===== config.mk =====
export PLATFORM = sky130hd
export DESIGN_NAME = buffer_arbiter
export DESIGN_NICKNAME = d
export VERILOG_FILES = /design/src/rtl/buffer_arbiter.sv
export SDC_FILE = /design/constraint.sdc
export NUM_CORES = 1
export LEC_CHECK = 0
export ABC_AREA = 1
export BUFFER_PORTS_ARGS = -buffer_cell sky130_fd_sc_hd__buf_2
export CAP_MARGIN = 20
export CORE_UTILIZATION = 50
export DETAILED_ROUTE_END_ITERATION = 8
export HOLD_SLACK_MARGIN = 0.06
export PLACE_DENSITY = 0.9
export SLEW_MARGIN = 10
export SYNTH_ARGS = -nofsm -noshare
export SYNTH_HDL_FRONTEND = slang
export SYNTH_SLANG_ARGS = --single-unit

===== constraint.sdc =====
create_clock -name clk -period 3.4 [get_ports clk]
set_input_delay 0.68 -clock clk [delete_from_list [all_inputs] [get_ports clk]]
set_output_delay 0.68 -clock clk [all_outputs]
set_load 0.005 [all_outputs]

===== src/rtl/buffer_arbiter.sv =====
// buffer_arbiter: single-port frame-buffer read arbiter between disparity engine and display scanout
module buffer_arbiter #(
  parameter int WIDTH = 20,
  parameter int HEIGHT = 7,
  parameter int CW = 10,
  parameter int MEM_AW = 12,
  parameter int RD_LAT = 1,
  parameter int STARVE_LIM = 4
) (
  input  logic              clk,
  input  logic              reset,
  input  logic              eng_req,
  input  logic              image_sel,
  input  logic [CW-1:0]     buffer_href,
  input  logic [CW-1:0]     buffer_vref,
  output logic              eng_ack,
  output logic [7:0]        image_data,
  output logic              eng_valid,
  output logic              buffer_ready,
  input  logic              disp_req,
  input  logic [CW-1:0]     disp_href,
  input  logic [CW-1:0]     disp_vref,
  output logic              disp_ack,
  output logic [7:0]        disp_data,
  output logic              disp_valid,
  output logic              mem_en,
  output logic [MEM_AW-1:0] mem_addr,
  input  logic [7:0]        mem_data
);
  localparam int SW = $clog2(STARVE_LIM + 1);
  localparam logic [SW-1:0] LIM = SW'(STARVE_LIM);
  typedef enum logic [1:0] {IDLE, SERVE, FORCE_ENG} state_t;
  state_t state;
  logic [SW-1:0] starve_cnt;
  logic [3:0] out_cnt;
  logic reset_q, force_eng, eng_oob, disp_oob, sel_oob, any_ack;
  logic [MEM_AW-1:0] eng_addr, disp_addr;
  logic [RD_LAT:0] tag_v, tag_d, tag_o;
  always_comb begin
    force_eng = state == FORCE_ENG || starve_cnt == LIM;
    eng_ack = ~reset & eng_req & (force_eng | ~disp_req);
    disp_ack = ~reset & disp_req & ~eng_ack;
    any_ack = eng_ack | disp_ack;
    eng_addr = MEM_AW'((image_sel ? 32'(WIDTH * HEIGHT) : 32'd0) + 32'(buffer_vref) * 32'(WIDTH) + 32'(buffer_href));
    disp_addr = MEM_AW'(32'(2 * WIDTH * HEIGHT) + 32'(disp_vref) * 32'(WIDTH) + 32'(disp_href));
    eng_oob = 32'(buffer_href) >= 32'(WIDTH) || 32'(buffer_vref) >= 32'(HEIGHT);
    disp_oob = 32'(disp_href) >= 32'(WIDTH) || 32'(disp_vref) >= 32'(HEIGHT);
    sel_oob = disp_ack ? disp_oob : eng_oob;
    buffer_ready = ~reset_q & (out_cnt == 4'd0);
  end
  always_ff @(posedge clk) begin
    if (reset) begin
      state <= IDLE;
      starve_cnt <= '0;
      out_cnt <= '0;
      reset_q <= 1'b1;
      mem_en <= 1'b0;
      mem_addr <= '0;
      tag_v <= '0;
      tag_d <= '0;
      tag_o <= '0;
      eng_valid <= 1'b0;
      disp_valid <= 1'b0;
      image_data <= '0;
      disp_data <= '0;
    end else begin
      reset_q <= 1'b0;
      state <= !(eng_req || disp_req) ? IDLE :
               state == FORCE_ENG ? (eng_ack ? SERVE : FORCE_ENG) :
               (starve_cnt == LIM && !eng_ack) ? FORCE_ENG : SERVE;
      starve_cnt <= eng_ack ? '0 : (eng_req && starve_cnt != LIM) ? starve_cnt + 1'b1 : starve_cnt;
      out_cnt <= out_cnt + {3'b0, eng_ack} - {3'b0, eng_valid};
      mem_en <= any_ack & ~sel_oob;
      if (any_ack) mem_addr <= disp_ack ? disp_addr : eng_addr;
      tag_v <= {tag_v[RD_LAT-1:0], any_ack};
      tag_d <= {tag_d[RD_LAT-1:0], disp_ack};
      tag_o <= {tag_o[RD_LAT-1:0], sel_oob};
      eng_valid <= tag_v[RD_LAT] & ~tag_d[RD_LAT];
      disp_valid <= tag_v[RD_LAT] & tag_d[RD_LAT];
      if (tag_v[RD_LAT] && !tag_d[RD_LAT]) image_data <= tag_o[RD_LAT] ? 8'h00 : mem_data;
      if (tag_v[RD_LAT] && tag_d[RD_LAT]) disp_data <= tag_o[RD_LAT] ? 8'h00 : mem_data;
    end
  end
endmodule


==> Yosys cells after proc, flatten, opt, wreduce, memory -nomap -nowiden <==
Index checks and enable logic that the tools add are counted.
{ "word_totals": {"reg_bits": 47, "in_bits": 53, "out_inout_bits": 34, "wordCells": 67} }
{ "classes": {"n_addsub": 7, "multipliers": 2, "order_cmp": 4, "n_eq_ne": 3, "mux": 8, "n_bitwise": 17, "reduce_logical": 13} }
{ "ops": {"columns": ["operator", "count"], "rows": [
  ["adder 12 x 10 -> 12 bit", 2],
  [">= comparator 10 x 3 -> 1 bit, second input constant", 2],
  [">= comparator 10 x 5 -> 1 bit, second input constant", 2],
  ["multiplier 10 x 3 -> 10 bit, second input constant", 2],
  ["two-way mux 8 bit", 2],
  ["adder 8 x 12 -> 12 bit", 1],
  ["adder 9 x 12 -> 12 bit, first input constant", 1],
  ["two-way mux 12 bit", 1],
  ["bitwise AND 1 bit", 8],
  ["NOT 1 bit", 7],
  ["two-way mux 2 bit", 3],
  ["adder 4 x 1 -> 4 bit", 1],
  ["logical AND 1 bit", 4],
  ["zero test 4 bit", 1],
  ["logical OR 1 bit", 4],
  ["OR reduction 2 bit", 2],
  ["subtractor 4 x 1 -> 4 bit", 1],
  ["adder 3 x 1 -> 3 bit, second input constant", 1],
  ["equality test 3 bit, second input constant", 1],
  ["inequality test 3 bit, second input constant", 1],
  ["equality test 2 bit, second input constant", 1],
  ["zero test 1 bit", 2],
  ["two-way mux 1 bit", 2],
  ["OR 1 bit", 2]
]} }

==> Depth between registers and ports, before layout <==
Gate-level depths: netlist of the first run.
{ "logic_depth": {"depth_word": 9, "ltp_mapped": 21, "ltp_nobuf": 21} }

==> Least setup slack after synthesis of the first run <==
No wires, ideal clock.
{ "synth_path": {"kind": "input -> register", "startpoint": "in buffer_vref[1]", "endpoint": "reg mem_addr[10]", "setup_ps": 109, "arrival_ps": 3122, "required_time_ps": 3291, "setup_slack_ps": 169, "cell_stages": 16, "path_buffers": 0, "path_cell_list": "ha_1 > ha_1 > fa_1 > nand2_1 > nand2_1 > fa_1 > inv_1 > ha_1 > inv_1 > o21bai_1 > a21oi_1 > nand3_1 > nand3_1 > nand3_1 > nand2_1 > inv_1"} }
{ "synth_via": {"elab_chain_cells": 4} }
{ "synth_lines": {"columns": ["item", "line", "rtl"], "rows": [
  ["start: declaration", "15", "input logic [CW-1:0] buffer_vref,"],
  ["multiplier 10 x 3 -> 10 bit", "44", "eng_addr = MEM_AW'((image_sel ? 32'(WIDTH * HEIGHT) : 32'd0) + 32'(buffer_vref) * 32'(WIDTH) + 32'(buffer_href ..."],
  ["adder 8 x 12 -> 12 bit", "44", null],
  ["adder 12 x 10 -> 12 bit", "44", null],
  ["two-way mux 12 bit", "74", "if (any_ack) mem_addr <= disp_ack ? disp_addr : eng_addr;"],
  ["end signal: assignment", "74", null],
  ["end: declaration", "27", "output logic [MEM_AW-1:0] mem_addr,"]
]} }
No other way between the ends.
A chain may end at the register's enable or synchronous reset.

==> Worst setup path in the final report of the first run <==
{ "layout_path": {"startpoint": "in buffer_vref[2]", "endpoint": "reg mem_addr[9]"} }
Same word-level chain as after synthesis.

==> results.toml, run 1 <==
[clock_network]
clockRootBuffer = "clkbuf_8"
insertion_delay_ns = 0.30
clk_pin_slew_worst_paths_ns = 0.09
cts_buffers = 5
clock_tree.htree_level_count = 2
clock_path_buffers = 2
cts_tree = "built"
cts_sinks = 47

[logic_synthesis]
ys_types = 31
synth_edf_count = 0
syn_nets = 660
synth_area_leaders = "dfxtp_1 25%, ha_1 21%, nand2_1 13%"
synth-seq-area-share_pct = 24.8
yosys.area.top_type = "dfxtp_1"
yosysMostFrequentCell = "nand2_1"
netlist_instances = 535
synth.ff_latch_count = 47
synth_warnings = 0
synth-main-ff-cell = "dfxtp_1"
synth_area_mm2 = 0.00380
synth_top_cells_by_count = "127 x nand2_1, 83 x inv_1, 64 x ha_1, 54 x nor2_1, 47 x dfxtp_1"
synth_top_cell_area_share_pct = 24.8
async_flop_share_pct = 0
synth.avg_cell_area_um2 = 7.10

[floorplanning]
io_pins = 87
core_mm2 = 0.00729
row_count = 31
dieWidth_um = 89.1
die_height_um = 89.1
start_util_pct = 52.1
die_area_mm2 = 0.00795

[worst_hold_path]
min_path_type = "reg2reg"
whs_path_depth = 2

[worst_setup_path]
path_buf_inv = 2
cpMaxStageDelayCell = "ha_1"
crit_cells = 16
path_class = "in2reg"
cp_slowest_stage_delay_ns = 0.35
cp_cell_sequence = "buf_2, ha_1, ha_1, a21oi_1, o21ai_1, xor2_1, inv_1, ha_1, ha_1, a21oi_1, o21ai_0, xor2_1, nand2_1, nand2_1, nand2_1, nand2_1"
cp_top_family = "adder cells"
end_kind = "flip-flop"
worst_setup_path_start_kind = "primary input"
path_max_fanout = 4
worst_ep_arrival_time_ns = 3.37
r2r.worst_path.cells = 12
required_ns = 3.60

[route]
post_drt_wl_per_cell_um = 12.2
avgViaCountPerCell = 5.14
drc = 0
drt_wl_total_um = 8900
drt-pass1-iter-count = 5
antenna_left = 0
drtIter0Drc = 115
via_count = 3750

[place]
post-place-ws_ns = -0.113
dpl.cell_count = 721
port_buffers = 86
dp_hpwl_um = 7270
gp_congestion = 0.958

[finish]
drive_gt1_share_pct = 19.5
instances_no_fill = 729
antenna_cells = 0
finalNetCount = 754
num-fill-cells = 632
syn_to_final_growth_pct = 19.2

[sta]
drv_slew = 0
rsz0062_at_grt = "false"
setup_violations = 0
worst_slack_ns = 0.236
fmax_ghz = 0.316
holdWs_ns = 0.408
hold_violations = 0
fin_crit_sh_pct = 93.1
slew_headroom_pct = 58.5
finalCriticalPeriod_ns = 3.16
finClkSkew_ns = 0.00450
tightest_slew_ns = 0.620

[pwr]
vdd_drop_max_mv = 0.194
leakage_uw = 0.00253
power_density_mw_per_mm2 = 434

[global_routing]
grt_max_degree = 21
antenna_found_initial = 0
grt_use_total_pct = 23.5
grt_pass1_vias = 3524
overflow = 0
grt_pass1_wl_um = 14700

[job]
cap_violations = 0

[run_status]
status = "complete, no violations"
where the power goes:
group / total, µW / switching [µW] / internal, µW
Sequential: 628 / 26.7 / 601
Combinational: 898 / 509 / 389
Clock: 438 / 196 / 242
Total: 1960 / 732 / 1230
logic make-up (layout without fill, tap and decap cells):
kind of cell,Yosys count,in the layout,share of synthesized area [%]
xor+xnor,16,16,3.69
simple gates,231,231,25.6
fa+ha+maj,72,72,25.3
compound gates,71,71,10.4
flops,47,47,24.8
buf+inv,98,193,10.2
final timing paths:
check / start / endpoint / slack (ns)
max: buffer_vref[2] / mem_addr[9]$_SDFFE_PP0P_ / 0.24
min reg2reg: tag_v[0]$_SDFF_PP0_ / tag_v[1]$_SDFF_PP0_ / 0.41
min: tag_v[0]$_SDFF_PP0_ / tag_v[1]$_SDFF_PP0_ / 0.41
max reg2reg: starve_cnt[0]$_SDFFE_PP0P_ / out_cnt[3]$_SDFF_PP0_ / 1.34
cells in the final DEF (no fill, tap or decap), types with 8 or more instances in the layout:
cell type,netlist,routed
o21ai_1,7,8
o21ai_0,19,18
xor2_1,12,12
buf_4,0,10
dfxtp_1,47,47
nand3_1,33,33
a21oi_1,36,36
nor2_1,54,54
buf_2,3,86
inv_1,83,83
nand2_1,127,127
ha_1,64,62
through the flow:
stage          TNS (ns)  instance area (µm²)  total power (µW)  util [%]
2_1_floorplan         0                 3800              1250         -
3_3_place_gp    -0.0792                 4370              1470      60.0
3_5_place_dp     -0.384                 4370              1500      60.0
4_1_cts               0                 4490              1950      61.6
5_1_grt               0                 4520              2140      62.0
6_report              0                 4520              1960      62.0
flip-flops by register name (all words and copies together), names as in the netlist:
register	flops
disp_data	8
disp_valid	1
eng_valid	1
image_data	8
mem_addr	12
mem_en	1
out_cnt	4
reset_q	1
starve_cnt	3
state	2
tag_d	2
tag_o	2
tag_v	2
worst min-delay path: stages (launching register included):
cell	delay, ns
dfxtp_1	0.31
inv_1	0.04
nor2_1	0.03
cell type report:
| class | instances | area, µm² | share of cell area [%] |
|---|---|---|---|
| clock buffers | 6 | 82.6 | 1.83 |
| clock inverters | 2 | 38.8 | 0.857 |
| inverters | 89 | 334 | 7.38 |
| multi-input cells | 390 | 2500 | 55.2 |
| flip-flops and latches | 47 | 941 | 20.8 |
| well taps | 99 | 124 | 2.74 |
| repair buffers | 96 | 505 | 11.2 |
metal layers:
metal	up-vias	wire length, µm	GRT usage, %
met5	-	0	0
met4	0	172	7.22
met3	14	281	3.79
met2	84	4600	43.3
met1	1753	3850	27.8
li1	1899	-	-
repair_timing:
item                                    CTS  global route
hold buffers                              0             0
resized for setup                         0             5
hold endpoints to repair                  0             0
endpoints found under the setup margin    0             4
setup buffers                             0             0
No activity file was read; power rests on OpenSTA's default activity.
==> run 2, diff against run 1 <==
--- a/config.mk
+++ b/config.mk
@@ -10,6 +10,7 @@
 export CAP_MARGIN = 20
 export CORE_UTILIZATION = 50
 export DETAILED_ROUTE_END_ITERATION = 8
+export GPL_TIMING_DRIVEN = 0
 export HOLD_SLACK_MARGIN = 0.06
 export PLACE_DENSITY = 0.9
 export SLEW_MARGIN = 10
==> run 2 against run 1 <==
Effect of this change:
- core utilization is the same
- first-iteration DRC count grew 140%
- worst hold slack worse by 0.0019 ns
- critical endpoint unchanged
- highest routed layer unchanged
==> results.toml, run 2 (synthesis results as in run 1) <==
[pwr]
switchingPower_uw = 737
p_clk_share_pct = 21.6
power.internal_uw = 1200
swShare_pct = 38.0
leakage_uw = 0.00251
seqPwrFrac_pct = 32.5
vdd_drop_max_mv = 0.208
power_density_mw_per_mm2 = 428
combPwrFrac_pct = 45.9

[floorplanning]
io_pins = 87
die_area_mm2 = 0.00795
dieWidth_um = 89.1
core_mm2 = 0.00729
row_count = 31
die_height_um = 89.1
start_util_pct = 52.1

[sta]
tightest_slew_ns = 0.548
setup_violations = 0
fin_crit_sh_pct = 94.8
timing.setup.tns_ns = 0
slew_headroom_pct = 63.5
finalCriticalPeriod_ns = 3.22
drv_slew = 0
fmax_ghz = 0.310
finClkSkew_ns = 0.00976
hold_violations = 0

[clock_network]
insertion_delay_ns = 0.30
clock_path_buffers = 2
cts_resized = 0
cts_setup_buffers = 0
cts_sinks = 47
clk_pin_slew_worst_paths_ns = 0.10
cts_buffers = 5
postCtsHoldBufs = 0
clock_tree.htree_level_count = 2
clockRootBuffer = "clkbuf_8"
cts_tree = "built"

[worst_hold_path]
min_path_type = "reg2reg"
worstHoldStart = "tag_v[0]$_SDFF_PP0_"
whs_path_depth = 2

[route]
drc = 0
drt-pass1-iter-count = 4
antenna_left = 0
via_count = 3665
avgViaCountPerCell = 5.03
post_drt_wl_per_cell_um = 12.2
drtIter0Drc = 272
drt_wl_total_um = 8860

[worst_setup_path]
worst_path_most_repeated_cell = "nand2_1"
r2r.worst_path.cells = 12
r2r_end = "out_cnt[3]$_SDFF_PP0_"
cpMaxStageDelayCell = "fa_1"
critical_path.endpoint = "mem_addr[9]$_SDFFE_PP0P_"
end_kind = "flip-flop"
rrSetupSlack_ns = 1.34
cp_cell_sequence = "buf_2, ha_1, ha_2, fa_2, nand2_1, nand2_1, fa_1, inv_1, ha_4, nand2_1, o21ai_0, xor2_1, nand2_1, nand2_1, nand2_1, nand2_1"
path_max_fanout = 3
crit_cells = 16
required_ns = 3.64
crit_start = "buffer_vref[1]"
path_buf_inv = 2
rr_startpoint = "starve_cnt[0]$_SDFFE_PP0P_"
worst_setup_path_start_kind = "primary input"
path_class = "in2reg"
cp_slowest_stage_delay_ns = 0.48
cp_top_family = "adder cells"
worst_ep_arrival_time_ns = 3.47

[global_routing]
grt_pass1_vias = 3504
overflow = 0
use_met3_pct = 2.49
grtUsageMet2_pct = 44.3
grt_max_degree = 17
gr-max-usage-layer = "met2"
antenna_found_initial = 0
met1_usage_pct = 27.3
grt_pass1_wl_um = 14500
grt_use_total_pct = 23.0

[finish]
finalNetCount = 753
num-fill-cells = 655
final_common_cell = "nand2_1"
antenna_cells = 0
syn_to_final_growth_pct = 19.2
top_regs = "mem_addr (12), disp_data (8), image_data (8)"
instances_no_fill = 728
fin_util_pct = 62.0
top_register = "mem_addr"
largest_reg_flops = 12
drive_gt1_share_pct = 19.7
final_cell_mix = "127 x nand2_1, 89 x buf_2, 82 x inv_1"

[place]
dpl.cell_count = 720
dp_hpwl_um = 7350
gp_congestion = 0.939
port_buffers = 86

[run_status]
status = "complete, no violations"

[job]
cap_violations = 0
-- run 2: power by group through the flow --
stage / logic (µW) / clock network, µW / registers [µW]
after floorplan: 612 / 0 / 638
after global placement: 795 / 0 / 639
after detailed placement: 836 / 0 / 641
after CTS: 843 / 422 / 629
after global routing: 1020 / 443 / 634
final: 889 / 420 / 629
-- run 2: through the flow --
stage	setup WS [ns]	total power, µW	cell area (µm²)	hold slack, ns
2_1_floorplan	0.169	1250	3800	0.388
3_3_place_gp	-0.122	1430	4350	0.392
3_5_place_dp	-0.237	1480	4350	0.397
4_1_cts	0.0757	1890	4470	0.408
5_1_grt	-0.00992	2100	4520	0.422
6_report	0.176	1940	4520	0.406
-- run 2: metal layers --
metal	vias to the layer above	wire (µm)
li1	1895	-
met1	1659	3740
met2	100	4660
met3	11	368
met4	0	94
met5	-	0
-- run 2: area by class of cell --
class	instances	area, µm²	area share (%)
buffer	9	52.6	1.16
clock buffer	5	68.8	1.52
clock inverter	3	47.5	1.05
inverter	89	334	7.38
multi-input combinational	390	2530	55.8
sequential	47	941	20.8
tap	99	124	2.74
timing repair buffer	86	430	9.51
-- run 2: tightest hold or removal path, cell delays in order, from the launching register on --
cell and delay (ns):
dfxtp_1 0.31, inv_1 0.04, nor2_1 0.03
-- run 2: worst min-delay path by stage --
stage,endpoint,slack (ns)
6_report,tag_v[1]$_SDFF_PP0_,0.41
5_1_grt,tag_v[1]$_SDFF_PP0_,0.42
4_1_cts,tag_o[1]$_SDFF_PP0_,0.41
3_5_place_dp,tag_o[1]$_SDFF_PP0_,0.40
3_3_place_gp,tag_o[1]$_SDFF_PP0_,0.39
2_1_floorplan,tag_d[1]$_SDFF_PP0_,0.39
